## src/rtl/timer_loader_nivel2_pkg.sv

```systemverilog
// Shared types and constants for the nivel2 timer loader.
// Digit width, digit count, FSM states and the quickstart preset.
package timer_nivel2_pkg;

  localparam int DATA_W   = 4;
  localparam int NDIG     = 3;
  localparam int MAX_TENS = 5;

  typedef logic [DATA_W-1:0] digit_t;
  typedef logic [1:0]        phase_t;

  localparam digit_t KEY_CLEAR  = 4'd10;
  localparam digit_t QS_MIN     = 4'd0;
  localparam digit_t QS_TENS    = 4'd3;
  localparam digit_t QS_UNITS   = 4'd0;
  localparam phase_t LAST_PHASE = phase_t'(NDIG - 1);

  typedef enum logic [2:0] {
    ST_IDLE,
    ST_ENTRY,
    ST_SEND,
    ST_RUN,
    ST_PAUSED
  } state_e;

  function automatic logic is_digit(digit_t k);
    return k <= 4'd9;
  endfunction

endpackage

```

## src/rtl/timer_loader_nivel2_if.sv

```systemverilog
// Keypad, control and timer-load signals of the nivel2 loader.
// slave = loader side, master = keypad/timer side.
interface timer_loader_nivel2_if;
  import timer_nivel2_pkg::*;

  digit_t key_code;
  logic   key_valid;
  logic   start;
  logic   stop;
  logic   timer_done;
  digit_t data;
  logic   loadn;
  logic   enable;
  digit_t buf_min;
  digit_t buf_tens;
  digit_t buf_units;
  logic   busy;
  logic   err;

  modport slave (
    input  key_code, key_valid, start, stop, timer_done,
    output data, loadn, enable,
    output buf_min, buf_tens, buf_units, busy, err
  );

  modport master (
    output key_code, key_valid, start, stop, timer_done,
    input  data, loadn, enable,
    input  buf_min, buf_tens, buf_units, busy, err
  );

endinterface

```

## src/rtl/timer_loader_nivel2_bcd_entry_buffer.sv

```systemverilog
// Three-digit BCD entry buffer with saturating count,
// synchronous clear, preset load and M:SS validity flag.
module bcd_entry_buffer
  import timer_nivel2_pkg::*;
(
  input  logic   clk,
  input  logic   rst_n,
  input  logic   clear_i,
  input  logic   preset_i,
  input  logic   shift_i,
  input  digit_t digit_i,
  output digit_t min_o,
  output digit_t tens_o,
  output digit_t units_o,
  output logic   valid_o,
  output logic   zero_o
);

  digit_t     min_q, min_d;
  digit_t     tens_q, tens_d;
  digit_t     units_q, units_d;
  logic [1:0] cnt_q, cnt_d;

  always_comb begin
    min_d   = min_q;
    tens_d  = tens_q;
    units_d = units_q;
    cnt_d   = cnt_q;
    unique case (1'b1)
      clear_i: begin
        min_d   = '0;
        tens_d  = '0;
        units_d = '0;
        cnt_d   = '0;
      end
      preset_i: begin
        min_d   = QS_MIN;
        tens_d  = QS_TENS;
        units_d = QS_UNITS;
        cnt_d   = 2'd3;
      end
      shift_i: begin
        min_d   = tens_q;
        tens_d  = units_q;
        units_d = digit_i;
        cnt_d   = (cnt_q == 2'd3) ? cnt_q : cnt_q + 2'd1;
      end
      default: ;
    endcase
  end

  always_ff @(posedge clk or negedge rst_n) begin
    if (!rst_n) begin
      min_q   <= '0;
      tens_q  <= '0;
      units_q <= '0;
      cnt_q   <= '0;
    end else begin
      min_q   <= min_d;
      tens_q  <= tens_d;
      units_q <= units_d;
      cnt_q   <= cnt_d;
    end
  end

  assign min_o   = min_q;
  assign tens_o  = tens_q;
  assign units_o = units_q;
  assign zero_o  = ({min_q, tens_q, units_q} == '0);
  assign valid_o = (tens_q <= digit_t'(MAX_TENS)) && !zero_o;

endmodule

```

## src/rtl/timer_loader_nivel2.sv

```systemverilog
// Keypad front end and load sequencer for the nivel2 timer.
// Optional TIMER_QUICKSTART_EN: start on an empty entry loads 0:30.
module timer_loader_nivel2
  import timer_nivel2_pkg::*;
(
  input logic                  clk,
  input logic                  clearn,
  timer_loader_nivel2_if.slave bus
);

  state_e state_q, state_d;
  phase_t phase_q, phase_d;
  digit_t data_q, data_d;
  logic   loadn_q, loadn_d;
  logic   enable_q, enable_d;
  logic   busy_q, busy_d;
  logic   err_q, err_d;

  logic   buf_clr, buf_qs, buf_shift;
  digit_t b_min, b_tens, b_units;
  logic   b_valid, b_zero;
  logic   key_dig, key_clr, go;

  assign key_dig = bus.key_valid && is_digit(bus.key_code);
  assign key_clr = bus.key_valid && (bus.key_code == KEY_CLEAR);
  assign go      = bus.start && !bus.stop;

  bcd_entry_buffer u_buf (
    .clk      (clk),
    .rst_n    (clearn),
    .clear_i  (buf_clr),
    .preset_i (buf_qs),
    .shift_i  (buf_shift),
    .digit_i  (bus.key_code),
    .min_o    (b_min),
    .tens_o   (b_tens),
    .units_o  (b_units),
    .valid_o  (b_valid),
    .zero_o   (b_zero)
  );

  always_comb begin
    state_d   = state_q;
    phase_d   = phase_q;
    buf_clr   = 1'b0;
    buf_qs    = 1'b0;
    buf_shift = 1'b0;
    err_d     = 1'b0;
    unique case (state_q)
      ST_IDLE, ST_ENTRY: begin
        if (go) begin
`ifdef TIMER_QUICKSTART_EN
          if (b_zero) begin
            buf_qs  = 1'b1;
            state_d = ST_SEND;
            phase_d = '0;
          end else
`endif
          if (b_valid) begin
            state_d = ST_SEND;
            phase_d = '0;
          end else begin
            err_d   = 1'b1;
            buf_clr = 1'b1;
            state_d = ST_IDLE;
          end
        end else if (!bus.start) begin
          // a start strobe, even a suppressed one, drops the key
          if (key_clr) begin
            buf_clr = 1'b1;
            state_d = ST_IDLE;
          end else if (key_dig) begin
            buf_shift = 1'b1;
            state_d   = ST_ENTRY;
          end
        end
      end
      ST_SEND: begin
        if (phase_q == LAST_PHASE) begin
          state_d = ST_RUN;
          phase_d = '0;
        end else begin
          phase_d = phase_q + 2'd1;
        end
      end
      ST_RUN: begin
        if (bus.timer_done) begin
          buf_clr = 1'b1;
          state_d = ST_IDLE;
        end else if (bus.stop) begin
          state_d = ST_PAUSED;
        end
      end
      ST_PAUSED: begin
        if (bus.stop) begin
          buf_clr = 1'b1;
          state_d = ST_IDLE;
        end else if (bus.start) begin
          state_d = ST_RUN;
        end
      end
      default: state_d = ST_IDLE;
    endcase
  end

  always_comb begin
    data_d  = '0;
    loadn_d = 1'b1;
    if (state_q == ST_SEND) begin
      loadn_d = 1'b0;
      unique case (1'b1)
        (phase_q == 2'd0): data_d = b_min;
        (phase_q == 2'd1): data_d = b_tens;
        default:           data_d = b_units;
      endcase
    end
    // enable follows the run state, but only once the load is complete
    enable_d = (state_d == ST_RUN) &&
               (state_q == ST_RUN || state_q == ST_PAUSED);
    busy_d   = state_d inside {ST_SEND, ST_RUN, ST_PAUSED};
  end

  always_ff @(posedge clk or negedge clearn) begin
    if (!clearn) begin
      state_q  <= ST_IDLE;
      phase_q  <= '0;
      data_q   <= '0;
      loadn_q  <= 1'b1;
      enable_q <= 1'b0;
      busy_q   <= 1'b0;
      err_q    <= 1'b0;
    end else begin
      state_q  <= state_d;
      phase_q  <= phase_d;
      data_q   <= data_d;
      loadn_q  <= loadn_d;
      enable_q <= enable_d;
      busy_q   <= busy_d;
      err_q    <= err_d;
    end
  end

  assign bus.data      = data_q;
  assign bus.loadn     = loadn_q;
  assign bus.enable    = enable_q;
  assign bus.busy      = busy_q;
  assign bus.err       = err_q;
  assign bus.buf_min   = b_min;
  assign bus.buf_tens  = b_tens;
  assign bus.buf_units = b_units;

endmodule

```

## src/flat_wrapper.sv

```systemverilog
// flat-port wrapper written by rule: the top's interface ports become plain ports
module timer_loader_nivel2_flat import timer_nivel2_pkg::*;
  (clk, clearn, bus_key_code, bus_key_valid, bus_start, bus_stop, bus_timer_done, bus_data, bus_loadn, bus_enable, bus_buf_min, bus_buf_tens, bus_buf_units, bus_busy, bus_err);
  timer_loader_nivel2_if bus_i ();
  input logic clk;
  input logic clearn;
  input wire logic [$bits(bus_i.key_code)-1:0] bus_key_code;
  input wire logic [$bits(bus_i.key_valid)-1:0] bus_key_valid;
  input wire logic [$bits(bus_i.start)-1:0] bus_start;
  input wire logic [$bits(bus_i.stop)-1:0] bus_stop;
  input wire logic [$bits(bus_i.timer_done)-1:0] bus_timer_done;
  output wire logic [$bits(bus_i.data)-1:0] bus_data;
  output wire logic [$bits(bus_i.loadn)-1:0] bus_loadn;
  output wire logic [$bits(bus_i.enable)-1:0] bus_enable;
  output wire logic [$bits(bus_i.buf_min)-1:0] bus_buf_min;
  output wire logic [$bits(bus_i.buf_tens)-1:0] bus_buf_tens;
  output wire logic [$bits(bus_i.buf_units)-1:0] bus_buf_units;
  output wire logic [$bits(bus_i.busy)-1:0] bus_busy;
  output wire logic [$bits(bus_i.err)-1:0] bus_err;
  assign bus_i.key_code = bus_key_code;
  assign bus_i.key_valid = bus_key_valid;
  assign bus_i.start = bus_start;
  assign bus_i.stop = bus_stop;
  assign bus_i.timer_done = bus_timer_done;
  assign bus_data = bus_i.data;
  assign bus_loadn = bus_i.loadn;
  assign bus_enable = bus_i.enable;
  assign bus_buf_min = bus_i.buf_min;
  assign bus_buf_tens = bus_i.buf_tens;
  assign bus_buf_units = bus_i.buf_units;
  assign bus_busy = bus_i.busy;
  assign bus_err = bus_i.err;
  timer_loader_nivel2 u_core (.clk(clk), .clearn(clearn), .bus(bus_i));
endmodule
```

## config.mk

```make
export PLATFORM = sky130hd
export DESIGN_NAME = timer_loader_nivel2_flat
export DESIGN_NICKNAME = d
export VERILOG_FILES = /design/src/rtl/timer_loader_nivel2_pkg.sv /design/src/rtl/timer_loader_nivel2_if.sv /design/src/rtl/timer_loader_nivel2_bcd_entry_buffer.sv /design/src/rtl/timer_loader_nivel2.sv /design/src/flat_wrapper.sv
export SDC_FILE = /design/constraint.sdc
export NUM_CORES = 1
export LEC_CHECK = 0
export ABC_AREA = 1
export CAP_MARGIN = 40
export CORE_MARGIN = 2
export CORE_UTILIZATION = 45
export CTS_BUF_LIST = sky130_fd_sc_hd__clkbuf_4 sky130_fd_sc_hd__clkbuf_8
export DETAILED_ROUTE_END_ITERATION = 6
export GPL_TIMING_DRIVEN = 0
export PLACE_DENSITY = 0.83
export SYNTH_ARGS = -nofsm -noshare
export SYNTH_HDL_FRONTEND = slang
export SYNTH_SLANG_ARGS = --single-unit
```

## constraint.sdc

```tcl
create_clock -name clk -period 3.8 [get_ports clk]
set_input_delay 0.76 -clock clk [delete_from_list [all_inputs] [get_ports clk]]
set_output_delay 0.76 -clock clk [all_outputs]
set_load 0.1 [all_outputs]
```

==> Word level (Yosys, flattened, before mapping) <==
Index checks and enable logic that the tools add are counted.
{ "op_classes": {"muxes": 35, "reduce_logical": 16, "n_eq_ne": 12, "add_sub_neg": 1, "n_lt_le_gt_ge": 2} }
{ "op_table": {"columns": ["cell", "n"], "rows": [
  ["one-hot mux 4 bit (2 select lines)", 4],
  ["two-way mux 3 bit", 9],
  ["two-way mux 1 bit", 14],
  ["equality test 3 x 2 -> 1 bit (second input constant)", 4],
  ["zero test 12 bit", 1],
  ["one-hot mux 3 bit (4 select lines)", 1],
  ["two-way mux 2 bit", 4],
  ["equality test 3 bit (second input constant)", 2],
  ["logical AND 1 bit", 5],
  ["equality test 4 bit (second input constant)", 1],
  ["less-or-equal comparator 4 x 3 -> 1 bit (second input constant)", 1],
  ["less-or-equal comparator 4 bit (second input constant)", 1],
  ["two-way mux 4 bit", 1],
  ["!= test 2 x 1 -> 1 bit (second input constant)", 2],
  ["one-hot mux 2 bit (2 select lines)", 1],
  ["nonzero test 2 bit", 2],
  ["equality test 3 x 1 -> 1 bit (second input constant)", 1],
  ["zero test 3 bit", 1],
  ["one-hot mux 1 bit (3 select lines)", 1],
  ["AND reduction 3 bit", 1],
  ["nonzero test 3 bit", 1],
  ["adder 2 x 1 -> 2 bit (second input constant)", 1],
  ["equality test 2 x 1 -> 1 bit (second input constant)", 1],
  ["equality test 2 bit (second input constant)", 1],
  ["other kinds (4)", 5]
]} }
{ "word_totals": {"input_bits": 10, "word_cells": 76, "out_inout_bits": 20, "regBits": 25} }

==> Depth between registers and ports, before layout <==
Gate-level depths: netlist of the first run.
{ "depth": {"word_depth": 9, "depth_mapped": 9, "depth_no_buf": 8} }

==> By module <==
From an unflattened synthesis of the first run, not the netlist that was laid out.
{ "hier_totals": {"hier_cells": 167, "hier_area_um2": 1271.2} }
{ "by_module_without_submodules": {"columns": ["mod", "instances", "area_each_um2", "seq_area_each_um2", "cells_each"], "rows": [
  ["timer_loader_nivel2", 1, 749.5, 326.6, 108],
  ["bcd_entry_buffer", 1, 521.8, 300.3, 59]
]} }

==> Worst setup path before layout of the first run <==
Ideal clock, no wire load.
{ "synth_timing": {"path_type": "flip-flop to flip-flop", "start": "register u_core.u_buf.units_q[0], in the netlist u_core.u_buf.units_o[0]", "end": "register u_core.u_buf.tens_q[1], in the netlist u_core.u_buf.tens_o[1]", "setup_slack_ps": 1997, "setup_time_ps": 69, "period_less_slack_ps": 1803, "t_required_ps": 3731, "n_path_buf": 1, "arrival_time_ps": 1734, "path_stages_with_launch": 9, "path_cell_list": "dfrtp_1 nor2_1 and2_0 nand2_1 nand2_1 nand3_2 buf_4 nand4_1 nand2_1"} }
{ "synth_via": {"elab_chain_cells": 7} }
{ "synth_rtl": {"columns": ["item", "line_no", "rtl"], "rows": [
  ["from (decl)", "timer_loader_nivel2_bcd_entry_buffer.sv:21", "digit_t units_q, units_d;"],
  ["from (signal assigned)", "timer_loader_nivel2_bcd_entry_buffer.sv:61", "units_q <= units_d;"],
  ["zero test 12 bit *", "timer_loader_nivel2_bcd_entry_buffer.sv:69", "assign zero_o = ({min_q, tens_q, units_q} == '0);"],
  ["zero test 1 bit *", "timer_loader_nivel2_bcd_entry_buffer.sv:70", "assign valid_o = (tens_q <= digit_t'(MAX_TENS)) && !zero_o;"],
  ["logical AND 1 bit *", "timer_loader_nivel2_bcd_entry_buffer.sv:70", null],
  ["two-way mux 1 bit *", "timer_loader_nivel2.sv:59", "if (b_valid) begin"],
  ["two-way mux 1 bit *", "timer_loader_nivel2.sv:51", "if (go) begin"],
  ["one-hot mux 1 bit (3 select lines) *", "timer_loader_nivel2.sv:49", "unique case (state_q)"],
  ["one-hot mux 4 bit (2 select lines) / nonzero test 2 bit (equally long branches)", null, null],
  ["to (signal assigned)", "timer_loader_nivel2_bcd_entry_buffer.sv:60", "tens_q <= tens_d;"],
  ["to (decl)", "timer_loader_nivel2_bcd_entry_buffer.sv:20", "digit_t tens_q, tens_d;"]
]} }
Mark *: on every way between the ends. The rest lies on a longest branch, timed or not.
A chain may end at the register's enable or synchronous reset.

==> Worst setup path after layout of the first run <==
{ "layout_timing": {"start": "register u_core.u_buf.units_q[0], in the netlist u_core.u_buf.units_o[0]", "end": "output bus_buf_units[0]"} }
{ "layout_lines": {"columns": ["item", "line_no", "rtl"], "rows": [
  ["to (decl)", "flat_wrapper.sv:17", "output wire logic [$bits(bus_i.buf_units)-1:0] bus_buf_units;"]
]} }
No word-level cell between the ends.

==> impl_metrics.py, run 1 <==
metrics = {
    "status": {
        "outcome": "complete, no violations",
    },
    "sta": {
        "tns_ps": 0,
        "period_share_pct": 61.73,
        "relSlewSlack_pct": 65.40,
        "fin_crit_ps": 2346,
        "fin_worst_skew_ps": 0.7838,
        "rsz0062_at_grt": "false",
        "tightest_slew_ps": 517.3,
        "setup_viol": 0,
        "finalHoldViolations": 0,
        "max_freq_mhz": 426.3,
        "slew_violations": 0,
    },
    "setup_path": {
        "worstPathCellList": "clkdlybuf4s50_1, buf_8",
        "max_stage_delay_ps": 570,
        "end_kind": "output port",
        "worstPathRequired_ps": 3040,
        "arrival_ps": 1590,
        "start_kind": "register",
        "critPathTopFamily": "buffers and inverters",
        "cp_slowest_cell": "clkdlybuf4s50_1",
        "crit_type": "reg2out",
        "critPathMaxFanout": 5,
        "path_buf_inv": 2,
    },
    "synthesis": {
        "yosysTopAreaCellShare_pct": 47.86,
        "syn_nets": 168,
        "synth_most_common_cell": "nand2_1",
        "async_reset_ff_share_pct": 100.0,
        "synth_cell_types": 25,
        "synth_top_family_by_area": "simple AND/OR/NAND/NOR gates",
        "synth_fa_ha_area_share_pct": 0,
        "netlist_instances": 158,
        "ys_seq_elements": 25,
        "yosys.area_share.simple_pct": 38.68,
        "synthTopCellsByArea": "dfrtp_1 (48%), nand2_1 (16%), nand4_1 (8.5%)",
        "yosys-top-cells-count": "nand2_1 (52), dfrtp_1 (24), nand4_1 (17)",
        "synth-edff-count": 0,
        "yosysTopAreaCell": "dfrtp_1",
        "syn_area_um2": 1255,
        "synth-main-ff-cell": "dfrtp_1",
        "synth_warnings": 0,
        "synth_xor_area_share_pct": 0,
        "ys_seq_area_share_pct": 49.95,
        "synth_compound_area_share_pct": 2.293,
        "syn_avg_cell_area_um2": 7.943,
        "synthMuxAreaShare_pct": 0,
    },
    "clock_network": {
        "clock_sinks": 25,
        "htreeDepth": 1,
        "path_clk_slew_ps": 140,
        "cts_buffers": 3,
        "cts_hold_buffers": 0,
        "cts-root-buf": "clkbuf_4",
        "cts_setup_buffers": 0,
        "post_cts_resized": 0,
        "cts_tree": "done",
        "clk_path_buf_depth": 2,
        "clock_latency_ps": 330,
    },
    "global_routing": {
        "grt.total_usage_pct": 22.01,
        "grt_pass1_vias": 1279,
        "grt_max_degree": 17,
        "grt_pass1_wl_um": 5575,
        "antenna_found_initial": 0,
        "grt_overflow_total": 0,
    },
    "drt": {
        "vias": 1273,
        "drt-initial-drc-count": 22,
        "routedWlPerCell_um": 12.73,
        "antenna_left": 0,
        "vias_per_cell": 5.239,
        "routed_wirelength_um": 3093,
        "drc": 0,
        "drt_pass1_iterations": 4,
    },
    "power_and_ir_drop": {
        "p_per_area_nw_per_um2": 956.1,
        "ir_drop_mv": 0.9760,
        "p_leak_nw": 0.9724,
        "total_power_mw": 1.845,
    },
    "layout": {
        "regArea_um2": 626.9,
        "nNetsFinal": 223,
        "drive_above_1_share_pct": 21.70,
        "instances_no_fill": 243,
        "multi_input_area_um2": 514.2,
        "n_antenna_cell": 0,
        "fin_area_um2": 1929,
        "final_util_pct": 71.19,
        "n_fill_cell": 206,
        "synthToLayoutAreaGrowth_pct": 53.74,
    },
    "place": {
        "portBuffers": 29,
        "gp_congestion": 0.8368,
        "dp_hpwl_um": 2433,
        "dp_cells": 239,
        "place_area_um2": 1899,
    },
    "die": {
        "num_rows": 19,
        "ioPinCount": 30,
        "die_area_um2": 3227,
        "chipWidth_um": 56.81,
        "die_y_um": 56.81,
        "core_area_um2": 2710,
        "start_util_pct": 46.31,
    },
    "flow_run": {
        "drv_cap": 0,
    },
    "min_path": {
        "hold_path_class": "reg2reg",
    },
}
metal layers:
| metal | global-route usage (%) | part of all wire (%) | vias up |
|---|---|---|---|
| met3 | 2.535 | 3.7 | 9 |
| met4 | 8.970 | 1.9 | 0 |
| met5 | 0 | 0 | - |
| met2 | 41.20 | 56 | 34 |
| met1 | 25.07 | 39 | 610 |
| li1 | - | - | 620 |
layout by cell type, fill, tap and decap left out, drive strengths merged, types with 2 or more instances in the layout:
master         Yosys  routed
nand4             17      17
nand2             54      54
buf                3      24
nor2              12      12
clkbuf             2       5
clkdlybuf4s50      0      29
nand3             13      13
inv               21      21
o21ai              4       4
dfrtp             24      24
nand3b             2       2
nor3               2       2
cell families after synthesis:
logic type | Yosys count
flops | 25
buf+inv | 26
compound gates | 5
simple gates | 102
power by group:
| group | internal [mW] | leakage [nW] | total [mW] | switching [mW] |
|---|---|---|---|---|
| sequential | 0.360 | 0.332 | 0.462 | 0.103 |
| combinational | 0.432 | 0.627 | 1.25 | 0.823 |
| clock | 0.0404 | 0.0139 | 0.127 | 0.0868 |
| total | 0.832 | 0.972 | 1.84 | 1.01 |
worst paths after layout:
check,startpoint,endpoint,slack [ps],cells after the start
worst max-delay path,u_core.u_buf.units_o[0]$_DFFE_PN0P_,bus_buf_units[0],1450,2
worst min-delay path,u_core.phase_q[0]$_DFFE_PN0P_,u_core.phase_q[0]$_DFFE_PN0P_,580,2
worst max register to register,u_core.u_buf.tens_o[2]$_DFFE_PN0P_,u_core.u_buf.min_o[2]$_DFFE_PN0P_,2400,9
worst min register to register,u_core.phase_q[0]$_DFFE_PN0P_,u_core.phase_q[0]$_DFFE_PN0P_,580,2
max in group asynchronous,clearn,u_core.bus.loadn$_DFF_PN1_,2490,2
min in group asynchronous,clearn,u_core.u_buf.tens_o[0]$_DFFE_PN0P_,750,1
worst register-to-register path: stages (launching register included):
cell,delay (ps)
dfrtp_1,470
nor2_1,120
nand2_1,60
nor2_1,80
nand2_1,70
nand2_1,70
nand3_2,100
buf_4,200
nand4_1,80
nand2_1,50
sequential cells by signal, summed over array words and instances, names as in the netlist:
| signal | flops |
|---|---|
| u_core.bus.err | 1 |
| u_core.bus.loadn | 1 |
| u_core.phase_q | 2 |
| u_core.u_buf.tens_o | 4 |
| u_core.bus.enable | 1 |
| u_core.bus.data | 4 |
| u_core.bus.busy | 1 |
| u_core.state_q | 3 |
| u_core.u_buf.units_o | 4 |
| u_core.u_buf.min_o | 4 |
layout make-up:
class,count,share of cell area [%]
Multi-Input combinational cell,107,26.65
Clock buffer,3,1.167
Inverter,21,4.086
Buffer,5,1.816
Timing Repair Buffer,50,31.39
Tap cell,31,2.010
Sequential cell,25,32.49
Clock inverter,1,0.3891
per-stage QoR:
stage / hold slack, ps / worst slack, ps
after floorplan: 464.4 / 1997
after global placement: 511.8 / 1430
after detailed placement: 543.5 / 1640
after CTS: 584.5 / 1436
after global routing: 622.4 / 1394
final: 583.6 / 1454
(Power assumes the default switching activity.)
==> inputs of run 2 (changes only) <==
PLACE_DENSITY = 0.86   (was 0.83)
clock period = 2 ns   (was 3.8 ns; I/O delays follow)
==> run 2 against run 1 <==
Clock power is 83% higher. Via count is 3.1% lower. Power increased by 90%. Die area stayed put. Utilization rose by 0.37 points. Cell area rose by 0.52%. First-iteration DRC count rose by 55%. Critical path type unchanged. Critical endpoint is now bus_buf_units[2].
==> impl_metrics.py, run 2 (synthesized netlist as in run 1, its figures left out) <==
metrics = {
    "status": {
        "outcome": "complete, no violations",
    },
    "power_and_ir_drop": {
        "ir_drop_mv": 1.881,
        "p_leak_nw": 0.9817,
        "p_per_area_nw_per_um2": 1807,
        "total_power_mw": 3.505,
    },
    "setup_path": {
        "max_stage_delay_ps": 550,
        "crit_type": "reg2out",
        "worstPathCellList": "clkdlybuf4s50_1, buf_8",
        "path_buf_inv": 2,
        "critPathTopFamily": "buffers and inverters",
        "end_kind": "output port",
        "worstPathRequired_ps": 1600,
        "r2r-start": "u_core.u_buf.units_o[1]$_DFFE_PN0P_",
        "rr_endpoint": "u_core.u_buf.tens_o[2]$_DFFE_PN0P_",
        "path_depth": 2,
        "critPathMaxFanout": 5,
        "reg2reg_depth": 10,
        "cp_slowest_cell": "clkdlybuf4s50_1",
        "rrSetupSlack_ps": 530,
        "critPathLaunch": "u_core.u_buf.units_o[2]$_DFFE_PN0P_",
        "start_kind": "register",
        "endpoint": "bus_buf_units[2]",
        "arrival_ps": 1550,
    },
    "layout": {
        "multi_input_area_um2": 514.2,
        "fin_area_um2": 1939,
        "drive_above_1_share_pct": 23.47,
        "synthToLayoutAreaGrowth_pct": 54.54,
        "instances_no_fill": 244,
        "nNetsFinal": 224,
        "layout_commonest_cell": "nand2_1",
        "layout_common_cells": "nand2_1 (52), clkdlybuf4s50_1 (28), dfrtp_1 (22)",
        "n_antenna_cell": 0,
        "n_fill_cell": 213,
        "final_util_pct": 71.56,
        "regArea_um2": 629.4,
    },
    "sta": {
        "slew_violations": 0,
        "max_freq_mhz": 511.8,
        "tightest_slew_ps": 372.4,
        "tns_ps": 0,
        "setup_viol": 0,
        "fin_crit_ps": 1954,
        "fin_worst_skew_ps": 2.726,
        "relSlewSlack_pct": 75.09,
        "period_share_pct": 97.70,
        "finalHoldViolations": 0,
    },
    "drt": {
        "routedWlPerCell_um": 11.83,
        "routed_wirelength_um": 2886,
        "drt_pass1_iterations": 4,
        "drc": 0,
        "vias": 1233,
        "vias_per_cell": 5.053,
        "antenna_left": 0,
        "drt-initial-drc-count": 34,
    },
    "global_routing": {
        "grt.total_usage_pct": 19.30,
        "grt_pass1_vias": 1114,
        "met3_usage_pct": 4.147,
        "antenna_found_initial": 0,
        "grt_overflow_total": 0,
        "grt_util_met1_pct": 24.18,
        "grt_max_degree": 20,
        "gr-usage-met2_pct": 33.22,
        "top_usage_layer": "met2",
        "grt_pass1_wl_um": 4857,
    },
    "place": {
        "gp_congestion": 0.8499,
        "place_area_um2": 1899,
        "portBuffers": 29,
        "dp_hpwl_um": 2251,
        "dp_cells": 239,
    },
    "clock_network": {
        "clock_latency_ps": 330,
        "clk_path_buf_depth": 2,
        "cts_tree": "done",
        "cts_buffers": 3,
        "clock_sinks": 25,
        "cts-root-buf": "clkbuf_4",
        "cts_hold_buffers": 0,
        "htreeDepth": 1,
        "path_clk_slew_ps": 140,
    },
    "flow_run": {
        "drv_cap": 0,
    },
    "die": {
        "ioPinCount": 30,
        "chipWidth_um": 56.81,
        "num_rows": 19,
        "die_y_um": 56.81,
        "die_area_um2": 3227,
        "start_util_pct": 46.31,
        "core_area_um2": 2710,
    },
    "min_path": {
        "hold_path_class": "in2async",
    },
}
[run 2: metal layers]
metal	part of all wire, %	wire length (um)	up-vias
met4	1.4	39	0
met1	44	1274	577
met3	3.8	111	5
li1	-	-	620
met5	0	0	-
met2	51	1460	31
[run 2: final cells by class]
class                      instances  share of cell area [%]
clock inverter                     1                  0.2581
buffer                             5                   1.806
sequential                        25                   32.45
multi-input combinational        107                   26.52
tap                               31                   2.000
timing repair buffer              51                   31.74
clock buffer                       3                   1.161
inverter                          21                   4.065
[run 2: where the power goes]
part	internal (mW)	switching (mW)	total, mW
logic	0.841	1.55	2.40
clock network	0.0753	0.157	0.233
registers	0.687	0.188	0.876
total	1.60	1.90	3.50
[run 2: stage by stage]
stage | setup slack [ps] | hold slack, ps
after floorplan | 196.9 | 104.4
after global placement | -5.314 | 528.5
after detailed placement | 200.0 | 527.2
after CTS | 17.31 | 335.7
after global routing | -0.9729 | 333.2
final | 45.94 | 328.8
[run 2: what timing repair did]
| action | 4_1_cts | 5_1_grt |
|---|---|---|
| setup endpoints to repair | 1 | 3 |
| buffers inserted | 0 | 2 |
| hold endpoints to repair | 0 | 0 |
| gates resized for setup | 1 | 2 |
| pin swaps | 0 | 0 |
[run 2: worst min path at each step]
stage,start,endpoint,depth (start not counted)
2_1_floorplan,clearn,u_core.bus.busy$_DFF_PN0_,0
3_3_place_gp,u_core.phase_q[0]$_DFFE_PN0P_,u_core.phase_q[0]$_DFFE_PN0P_,2
3_5_place_dp,u_core.phase_q[0]$_DFFE_PN0P_,u_core.phase_q[0]$_DFFE_PN0P_,2
4_1_cts,clearn,u_core.u_buf.units_o[3]$_DFFE_PN0P_,1
5_1_grt,clearn,u_core.u_buf.units_o[3]$_DFFE_PN0P_,1
6_report,clearn,u_core.u_buf.units_o[3]$_DFFE_PN0P_,1
